==> src/rtl/axi_wsched_pkg.sv <==
// Shared types for the AXI write-order scheduler: W-side FSM states and order FIFO entry layout.
package axi_wsched_pkg;

  localparam int unsigned IDX_W   = 8;
  localparam int unsigned LEN_W   = 8;
  localparam int unsigned ENTRY_W = IDX_W + LEN_W;

  typedef enum logic {
    IDLE  = 1'b0,
    BURST = 1'b1
  } w_state_e;

  // idx is sized for up to 256 requesters; the top uses only its low LOG_N_TARG bits.
  typedef struct packed {
    logic [IDX_W-1:0] idx;
    logic [LEN_W-1:0] len;
  } order_entry_t;

endpackage

==> src/rtl/axi_wsched_order_fifo.sv <==
// Synchronous order FIFO holding AW-granted bursts until the W side consumes them.
module axi_wsched_order_fifo #(
  parameter int unsigned DEPTH = 8,
  parameter int unsigned WIDTH = 16,
  localparam int unsigned PTR_W = $clog2(DEPTH),
  localparam int unsigned CNT_W = PTR_W + 1
) (
  input  logic             clk,
  input  logic             rst,
  input  logic             push_i,
  input  logic [WIDTH-1:0] wdata_i,
  input  logic             pop_i,
  output logic [WIDTH-1:0] rdata_o,
  output logic [CNT_W-1:0] count_o,
  output logic             full_o,
  output logic             empty_o
);

  logic [WIDTH-1:0] mem_q [DEPTH];
  logic [PTR_W-1:0] wr_ptr_q, rd_ptr_q;
  logic [CNT_W-1:0] count_q;
  logic             push_ok, pop_ok;

  assign full_o  = (count_q == CNT_W'(DEPTH));
  assign empty_o = (count_q == '0);
  assign push_ok = push_i && !full_o;
  assign pop_ok  = pop_i && !empty_o;
  assign rdata_o = mem_q[rd_ptr_q];
  assign count_o = count_q;

  always_ff @(posedge clk) begin
    if (rst) begin
      wr_ptr_q <= '0;
      rd_ptr_q <= '0;
      count_q  <= '0;
    end else begin
      if (push_ok) wr_ptr_q <= wr_ptr_q + 1'b1;
      if (pop_ok)  rd_ptr_q <= rd_ptr_q + 1'b1;
      case ({push_ok, pop_ok})
        2'b10:   count_q <= count_q + 1'b1;
        2'b01:   count_q <= count_q - 1'b1;
        default: count_q <= count_q;
      endcase
    end
  end

  always_ff @(posedge clk) begin
    if (push_ok) mem_q[wr_ptr_q] <= wdata_i;
  end

endmodule

==> src/rtl/axi_write_order_scheduler.sv <==
// Round-robin AW arbiter with in-order W steering for a shared master AW/W channel pair.
// Optional wlast cross-check is built when AXI_WSCHED_LAST_CHECK_EN is defined.
module axi_write_order_scheduler
  import axi_wsched_pkg::*;
#(
  parameter int unsigned N_TARG_PORT = 8,
  parameter int unsigned LOG_N_TARG  = $clog2(N_TARG_PORT),
  parameter int unsigned FIFO_DEPTH  = 8
) (
  input  logic                     clk,
  input  logic                     rst,
  input  logic [N_TARG_PORT-1:0]   awvalid_i,
  input  logic [N_TARG_PORT*8-1:0] awlen_i,
  output logic [N_TARG_PORT-1:0]   awready_o,
  output logic                     awvalid_o,
  input  logic                     awready_i,
  output logic [LOG_N_TARG-1:0]    aw_sel_o,
  input  logic [N_TARG_PORT-1:0]   wvalid_i,
  input  logic [N_TARG_PORT-1:0]   wlast_i,
  output logic [N_TARG_PORT-1:0]   wready_o,
  output logic                     wvalid_o,
  output logic                     wlast_o,
  input  logic                     wready_i,
  output logic [LOG_N_TARG-1:0]    w_sel_o,
  output logic [LOG_N_TARG:0]      fifo_count_o,
  output logic                     err_o
);

  localparam int unsigned CNT_W = $clog2(FIFO_DEPTH) + 1;

  logic [LOG_N_TARG-1:0] rr_ptr_q, rr_ptr_d;
  logic                  lock_q;
  logic [LOG_N_TARG-1:0] lock_sel_q;
  logic [LOG_N_TARG-1:0] rr_win, aw_win, cand;
  logic                  rr_found, aw_any, aw_hs;
  logic [7:0]            awlen_arr [N_TARG_PORT];

  logic                  fifo_full, fifo_empty, fifo_pop;
  logic [CNT_W-1:0]      fifo_count;
  order_entry_t          push_entry, head_entry;

  w_state_e              state_q, state_d;
  logic [LOG_N_TARG-1:0] w_sel_q, w_sel_d;
  logic [7:0]            cnt_q, cnt_d;
  logic                  cnt_zero, w_beat;

  always_comb begin
    for (int unsigned i = 0; i < N_TARG_PORT; i++) begin
      awlen_arr[i] = awlen_i[i*8 +: 8];
    end
  end

  always_comb begin
    rr_found = 1'b0;
    rr_win   = '0;
    cand     = '0;
    for (int unsigned i = 0; i < N_TARG_PORT; i++) begin
      cand = LOG_N_TARG'((32'(rr_ptr_q) + i) % N_TARG_PORT);
      if (!rr_found && awvalid_i[cand]) begin
        rr_found = 1'b1;
        rr_win   = cand;
      end
    end
  end

  // A stalled AW offer stays pinned to its winner so the master sees a stable request.
  assign aw_win    = lock_q ? lock_sel_q : rr_win;
  assign aw_any    = |awvalid_i;
  assign awvalid_o = aw_any && !fifo_full;
  assign aw_hs     = awvalid_o && awready_i;
  assign aw_sel_o  = aw_win;

  always_comb begin
    awready_o = '0;
    if (aw_hs) awready_o[aw_win] = 1'b1;
  end

  always_comb begin
    rr_ptr_d = rr_ptr_q;
    if (aw_hs) begin
      rr_ptr_d = (aw_win == LOG_N_TARG'(N_TARG_PORT - 1)) ? '0 : aw_win + 1'b1;
    end
  end

  always_ff @(posedge clk) begin
    if (rst) begin
      rr_ptr_q   <= '0;
      lock_q     <= 1'b0;
      lock_sel_q <= '0;
    end else begin
      rr_ptr_q   <= rr_ptr_d;
      lock_q     <= awvalid_o && !awready_i;
      lock_sel_q <= aw_win;
    end
  end

  assign push_entry = '{idx: IDX_W'(aw_win), len: awlen_arr[aw_win]};

  axi_wsched_order_fifo #(
    .DEPTH (FIFO_DEPTH),
    .WIDTH (ENTRY_W)
  ) u_order_fifo (
    .clk     (clk),
    .rst     (rst),
    .push_i  (aw_hs),
    .wdata_i (push_entry),
    .pop_i   (fifo_pop),
    .rdata_o (head_entry),
    .count_o (fifo_count),
    .full_o  (fifo_full),
    .empty_o (fifo_empty)
  );

  assign fifo_count_o = (LOG_N_TARG + 1)'(fifo_count);

  assign cnt_zero = (cnt_q == '0);
  assign w_sel_o  = w_sel_q;

  always_comb begin
    state_d  = state_q;
    w_sel_d  = w_sel_q;
    cnt_d    = cnt_q;
    fifo_pop = 1'b0;
    wvalid_o = 1'b0;
    wlast_o  = 1'b0;
    wready_o = '0;
    w_beat   = 1'b0;
    case (state_q)
      IDLE: begin
        if (!fifo_empty) begin
          fifo_pop = 1'b1;
          w_sel_d  = head_entry.idx[LOG_N_TARG-1:0];
          cnt_d    = head_entry.len;
          state_d  = BURST;
        end
      end
      BURST: begin
        wvalid_o          = wvalid_i[w_sel_q];
        wready_o[w_sel_q] = wready_i;
        wlast_o           = cnt_zero;
        w_beat            = wvalid_o && wready_i;
        if (w_beat) begin
          if (!cnt_zero) begin
            cnt_d = cnt_q - 1'b1;
          end else if (!fifo_empty) begin
            // Last beat chains straight into the next queued burst without a bubble.
            fifo_pop = 1'b1;
            w_sel_d  = head_entry.idx[LOG_N_TARG-1:0];
            cnt_d    = head_entry.len;
          end else begin
            state_d = IDLE;
          end
        end
      end
      default: state_d = IDLE;
    endcase
  end

  always_ff @(posedge clk) begin
    if (rst) begin
      state_q <= IDLE;
      w_sel_q <= '0;
      cnt_q   <= '0;
    end else begin
      state_q <= state_d;
      w_sel_q <= w_sel_d;
      cnt_q   <= cnt_d;
    end
  end

  logic unused_head_idx;
  assign unused_head_idx = ^head_entry.idx[IDX_W-1:LOG_N_TARG];

`ifdef AXI_WSCHED_LAST_CHECK_EN
  logic err_q;

  always_ff @(posedge clk) begin
    if (rst) begin
      err_q <= 1'b0;
    end else if (w_beat && (wlast_i[w_sel_q] != cnt_zero)) begin
      err_q <= 1'b1;
    end
  end

  assign err_o = err_q;
`else
  logic unused_wlast;
  assign unused_wlast = ^wlast_i;
  assign err_o        = 1'b0;
`endif

endmodule
==> config.mk <==
export PLATFORM = sky130hd
export DESIGN_NAME = axi_write_order_scheduler
export DESIGN_NICKNAME = d
export VERILOG_FILES = /design/src/rtl/axi_wsched_pkg.sv /design/src/rtl/axi_wsched_order_fifo.sv /design/src/rtl/axi_write_order_scheduler.sv
export SDC_FILE = /design/constraint.sdc
export NUM_CORES = 1
export LEC_CHECK = 0
export CAP_MARGIN = 10
export CELL_PAD_IN_SITES_DETAIL_PLACEMENT = 1
export CELL_PAD_IN_SITES_GLOBAL_PLACEMENT = 2
export CORE_MARGIN = 3
export CORE_UTILIZATION = 32
export DETAILED_ROUTE_END_ITERATION = 10
export GPL_ROUTABILITY_DRIVEN = 0
export PLACE_DENSITY_LB_ADDON = 0.05
export SYNTH_ARGS = -nofsm -noshare
export SYNTH_HDL_FRONTEND = slang
export SYNTH_SLANG_ARGS = --single-unit
==> constraint.sdc <==
create_clock -name clk -period 4.15 [get_ports clk]
set_input_delay 0.6225 -clock clk [delete_from_list [all_inputs] [get_ports clk]]
set_output_delay 0.6225 -clock clk [all_outputs]
set_load 0.02 [all_outputs]
* After elaboration in Yosys (flattened, before gate mapping)
Memory sizes are Yosys's and may differ from the RTL's. A register that Yosys moved wholly into a read port is not among the register bits.
Index checks and enable logic that the tools add are counted.
** Cells by class
- Multiplexer cells :: 66
- Equality and inequality tests :: 6
- $lt $le $gt $ge :: 13
- Reduce and logical (&&, ||, !) cells :: 30
- Add/sub/neg operators :: 13
- Bitwise gates (word level) :: 3
** Operators with widths (count)
- $mux W8 :: 7
- $mux W3 :: 15
- $lt A3 B4 Y1 const B :: 10
- $bmux W1 S3 :: 9
- $mux W1 :: 27
- $bmux W8 S3 :: 1
- $pmux W8 S2 :: 1
- $logic_and A1 B1 Y1 :: 15
- $add A3 B1 Y3 const B :: 4
- $add A3 B3 Y3 const B :: 4
- $logic_not A1 Y1 :: 10
- $and A8 B8 Y8 :: 1
- $logic_not A8 Y1 :: 1
- $pmux W4 S2 :: 1
- $reduce_or A8 Y1 :: 1
- $sub A8 B1 Y8 const B :: 1
- $add A3 B2 Y3 const B :: 2
- $demux W1 S3 :: 2
- $ge A3 B1 Y1 const B :: 2
- $pmux W3 S2 :: 1
- $add A4 B1 Y4 const B :: 1
- $eq A4 B4 Y1 const B :: 1
- $ge A4 B4 Y1 const B :: 1
- $logic_not A4 Y1 :: 1
- 10 further kinds :: 12
** Storage, ports and cells
- Memories :: 1
- Bits of input ports :: 92
- Output and inout bits :: 30
- Flip-flop bits (word level) :: 29
- RAM bits :: 88
- Logic and storage cells :: 141
** Memories
- u_order_fifo.mem_q :: depth 8, bits a word 11, rd ports 1, clocked after Yosys merged registers in 1, write ports 1, RTL line axi_wsched_order_fifo.sv:19 : logic [WIDTH-1:0] mem_q [DEPTH];

* Longest topological paths before layout
- Depth after elaboration :: 30
- Gate-level depth with buffers :: 17
- Depth with buffers taken out :: 13

* Modules after synthesis
From an unflattened synthesis, not the netlist that was laid out.
** Second synthesis, totals
- Cell total of the unflattened synthesis :: 576
- Area, all modules :: 8166.6 um^2
** By module, submodules not included
- axi_wsched_order_fifo :: times used 1, area each 5516.5 um^2, sequential area each 4103.9 um^2, cells each 259
- axi_write_order_scheduler :: times used 1, area each 2650.0 um^2, sequential area each 380.4 um^2, cells each 317

* Least setup slack after synthesis
OpenSTA, ideal clock, no wires.
- Kind :: register to output
- Start point :: reg rr_ptr_q[0]
- End point :: out awready_o[4]
- Data required time :: 3.527 ns
- Slack :: -0.400 ns
- Arrival :: 3.928 ns
- Cell stages (with the launch flop) :: 16
- Buffers on the path :: 4
- Path through :: dfxtp_1 > buf_6 > buf_8 > clkbuf_1 > inv_1 > ha_1 > mux4_2 > a21oi_1 > a22o_2 > and3_1 > or3b_1 > a311o_1 > nand2_2 > buf_8 > nand2_1 > nor2_1
** RTL lines
- from (decl) :: RTL line axi_write_order_scheduler.sv:31 : logic [LOG_N_TARG-1:0] rr_ptr_q, rr_ptr_d;
- from (signal assigned) :: RTL line axi_write_order_scheduler.sv:91 : rr_ptr_q <= rr_ptr_d;
- to (decl) :: RTL line axi_write_order_scheduler.sv:14 : output logic [N_TARG_PORT-1:0] awready_o,

* Final worst setup path
- Start point :: in awvalid_i[5]
- End point :: out awready_o[6]
** On the way
- Word-level cells in the longest chain between the ends :: 30
- Elaborated cells on any way between the ends :: 55
- Those cells by class :: order compare: 2; mux: 35; reduce/logical: 18
** Ends and longest elaborated chain
- from (decl) :: RTL line axi_write_order_scheduler.sv:12 : input logic [N_TARG_PORT-1:0] awvalid_i,
- $bmux W1 S3 :: RTL line axi_write_order_scheduler.sv:59 : if (!rr_found && awvalid_i[cand]) begin
- $mux W1 (not written as such) :: RTL line axi_write_order_scheduler.sv:59
- $mux W1 :: RTL line axi_write_order_scheduler.sv:59
- $logic_not A1 Y1 :: RTL line axi_write_order_scheduler.sv:59
- $logic_and A1 B1 Y1 :: RTL line axi_write_order_scheduler.sv:59
- $mux W1 :: RTL line axi_write_order_scheduler.sv:59
- $logic_not A1 Y1 :: RTL line axi_write_order_scheduler.sv:59
- $logic_and A1 B1 Y1 :: RTL line axi_write_order_scheduler.sv:59
- (+14 left out)
- $logic_and A1 B1 Y1 :: RTL line axi_write_order_scheduler.sv:59
- $mux W3 :: RTL line axi_write_order_scheduler.sv:59
- $mux W3 :: RTL line axi_write_order_scheduler.sv:67 : assign aw_win = lock_q ? lock_sel_q : rr_win;
- $lt A3 B4 Y1 (not written as such) / $ge A3 B1 Y1 (equally long branches) :: RTL line axi_write_order_scheduler.sv:75 : if (aw_hs) awready_o[aw_win] = 1'b1;
- $logic_and A1 B1 Y1 (not written as such) :: RTL line axi_write_order_scheduler.sv:75
- $mux W1 (not written as such) :: RTL line axi_write_order_scheduler.sv:75
- $demux W1 S3 :: RTL line axi_write_order_scheduler.sv:75
- $mux W8 * :: RTL line axi_write_order_scheduler.sv:75
Mark *: on every way between the ends. The rest lies on a longest branch, timed or not. The select of a mux whose other input is x is not followed.

==> impl_metrics.yaml <==
critical_path:
  reg2reg_slack_ps: 380
  r2r_start: "rr_ptr_q[0]"
  crit_fanout: 5
  worst_r2r_endpoint: "u_order_fifo.mem_q[3][7]"
  worstSetupPathType: "primary input to output pin"
  startpoint_type: "primary input"
  worstPathArrival_ps: 3430
  required_ps: 3530
  worstSetupEndpointType: "output pin"
  worstRegToRegCells: 12
timing:
  timing.final.ws_setup_ps: 93.2
  max-slew-margin-rel: 0.296
  hold_violations: 0
  worst_pin_slew_ps: 1060
  clock.fmax_mhz: 247
  setup_violations: 0
  finClkSkew_ps: 19.8
  rsz0062_at_grt: "true"
  slew_violations: 0
  period_share: 0.978
  min_period_ps: 4060
die:
  dieArea_um2: 22400
  initial_utilization: 0.333
  coreArea_um2: 19800
  chipHeight_um: 150
  die_width_um: 150
  rows: 51
  ioPinCount: 122
global_route:
  gr-total-overflow: 0
  grt_pass1_wl_um: 29500
  grt_usage: 0.174
  grt_max_degree: 28
  antenna_found_initial: 0
  grt_pass1_vias: 5279
finish:
  ff_latch_area_um2: 3290
  fin_nets: 795
  drive_gt1_frac: 0.299
  antennaDiodeCount: 0
  final_cell_mix: "clkdlybuf4s50_1 (95), edfxtp_1 (88), buf_4 (78)"
  multi_input_area_um2: 3170
  fill_cells: 2065
  final_common_cell: "clkdlybuf4s50_1"
  synthToLayoutAreaGrowth_pct: 39.3
power:
  worst_ir_drop_vdd_mv: 0.412
  power.total_mw: 7.69
  leakage_nw: 3.37
  p_per_area_nw_per_um2: 835
route:
  routed_wirelength_um: 19000
  routed_via_density: 5.08
  first_pass_iters: 4
  wl_per_cell_um: 19.6
  ant_nets: 0
  drt-initial-drc-count: 247
  vias: 4930
  drc: 0
placement:
  io_buffers: 112
  preCtsSetupSlack_ps: -433
  dp_hpwl_um: 14000
outcome:
  status: "finished, final reports clean"
run:
  maxCapViolCount: 0
logic_synthesis:
  syn_area_per_cell_um2: 12.9
  netlist.area_leader.share: 0.400
  synth_nets: 614
  synth_enable_flop_cells: 88
  synth_flop_cell: "edfxtp_1"
  syn-cell-area_um2: 6610
  netlist-cell-type-count: 67
  synth_seq_cells: 120
  yosys-top-cells-area: "edfxtp_1 (40%), mux4_2 (11%), mux2i_1 (9.9%)"
  synth_top_area_cell: "edfxtp_1"
  synth.yosys.seq_area_share: 0.497
  syn_inst: 512
  synth-async-reset-ratio: 0
  yosys_warnings: 0
clock_tree:
  cts_tree: "built"
  cts_root_buf: "clkbuf_16"
  htree_levels: 4
  insertion_delay_ps: 420
  path_clk_slew_ps: 60
  clockBufferDepth: 2
  numCtsBuffers: 17
  cts_hold_buf: 0
  clock-sinks: 120
min_path:
  worstHoldEndpoint: "cnt_q[0]"
  hp-start: "cnt_q[0]"
  hp-class: "register to register"
  hold_depth: 2
[metrics by stage]
stage	cell area (um^2)	std cells	hold slack (ps)	util	setup TNS (ps)
after floorplan	6670	512	474	-	0
after global placement	8470	933	485	0.427	-10000
after detailed placement	8470	933	492	0.427	-16030
after CTS	9060	966	501	0.457	0
after global routing	9200	971	523	0.464	-166
final	9200	971	499	0.464	0
[repair_timing]
| item | CTS | global route |
|---|---|---|
| pin swaps | 4 | 6 |
| gates cloned | 0 | 1 |
| buffers inserted | 1 | 4 |
| gates resized for setup | 47 | 29 |
| endpoints found under the setup margin | 11 | 11 |
| hold endpoints to repair | 0 | 0 |
[kinds of logic (layout without fill, tap and decap cells)]
kind of cell               Yosys count  after routing  share of synthesized area
muxes                              119            119                      0.249
xor gates and xnor gates             9              9                     0.0131
buffers and inverters               47            241                     0.0466
AOI/OAI and AO/OA                   83             83                     0.0894
DFF                                120            120                      0.497
adders and majority gates           10             10                     0.0201
other                                1              1                   0.000568
and+or+nand+nor                    123            123                     0.0847
[worst max-delay path by stage]
stage                             from           end  slack (ps)  depth (start not counted)
after global routing       rr_ptr_q[1]  awready_o[6]         -30                         12
after global placement    awvalid_i[6]  awready_o[1]        -390                         11
after detailed placement  awvalid_i[3]  awready_o[7]        -430                         11
final                     awvalid_i[5]  awready_o[6]          90                         11
after floorplan            rr_ptr_q[0]  awready_o[4]          50                         15
after CTS                 awvalid_i[3]   aw_sel_o[0]           7                         10
[where the power goes]
part	internal, mW	total, mW	switching, mW	leakage, nW
logic	1.94	4.16	2.21	2.01
registers	1.88	2.07	0.189	1.07
clock network	0.897	1.47	0.569	0.290
total	4.71	7.69	2.97	3.37
[registers in the layout, indices dropped and copies added (netlist names), named ones only]
register               flops
cnt_q                      8
rr_ptr_q                   3
u_order_fifo.mem_q        88
u_order_fifo.count_o       4
lock_q                     1
w_sel_o                    3
u_order_fifo.wr_ptr_q      3
u_order_fifo.rd_ptr_q      3
state_q                    1
lock_sel_q                 3
[cell type report]
class,instances,share of cell area
tap,265,0.0360
multi-input combinational,345,0.345
inverter,18,0.00734
clock inverter,15,0.0184
sequential,120,0.357
clock buffer,17,0.0462
timing repair buffer,191,0.190
[synthesized netlist by cell type, drive strengths merged (2+ instances only)]
library cell / n
a211oi: 11
a21boi: 3
a21o: 5
a21oi: 20
a221oi: 6
a22oi: 3
a31oi: 2
and2: 2
buf: 19
clkbuf: 10
dfxtp: 32
edfxtp: 88
ha: 9
inv: 17
mux2: 20
mux2i: 66
mux4: 33
nand2: 35
nand2b: 2
nand3: 8
nand4: 3
nor2: 47
nor3: 10
nor3b: 3
nor4: 4
nor4b: 2
o211ai: 3
o21ai: 10
o221ai: 3
o22ai: 5
or3: 2
xnor2: 4
xor2: 5
[layer usage]
metal,GRT usage,part of all wire,vias to the layer above
li1,-,-,2355
met1,0.205,0.41,2457
met2,0.320,0.54,105
met3,0.0418,0.045,13
met4,0.0403,0.0069,0
met5,0,0,-
[critical path: stages]
cell and delay (ps):
clkdlybuf4s50_1 470, mux4_2 570, a21boi_2 210, a22o_2 190
and3_4 170, or3b_1 340, a311o_1 390, nand2_4 140
nand2_8 80, nor2_4 120, buf_6 120
(Power assumes the default switching activity.)
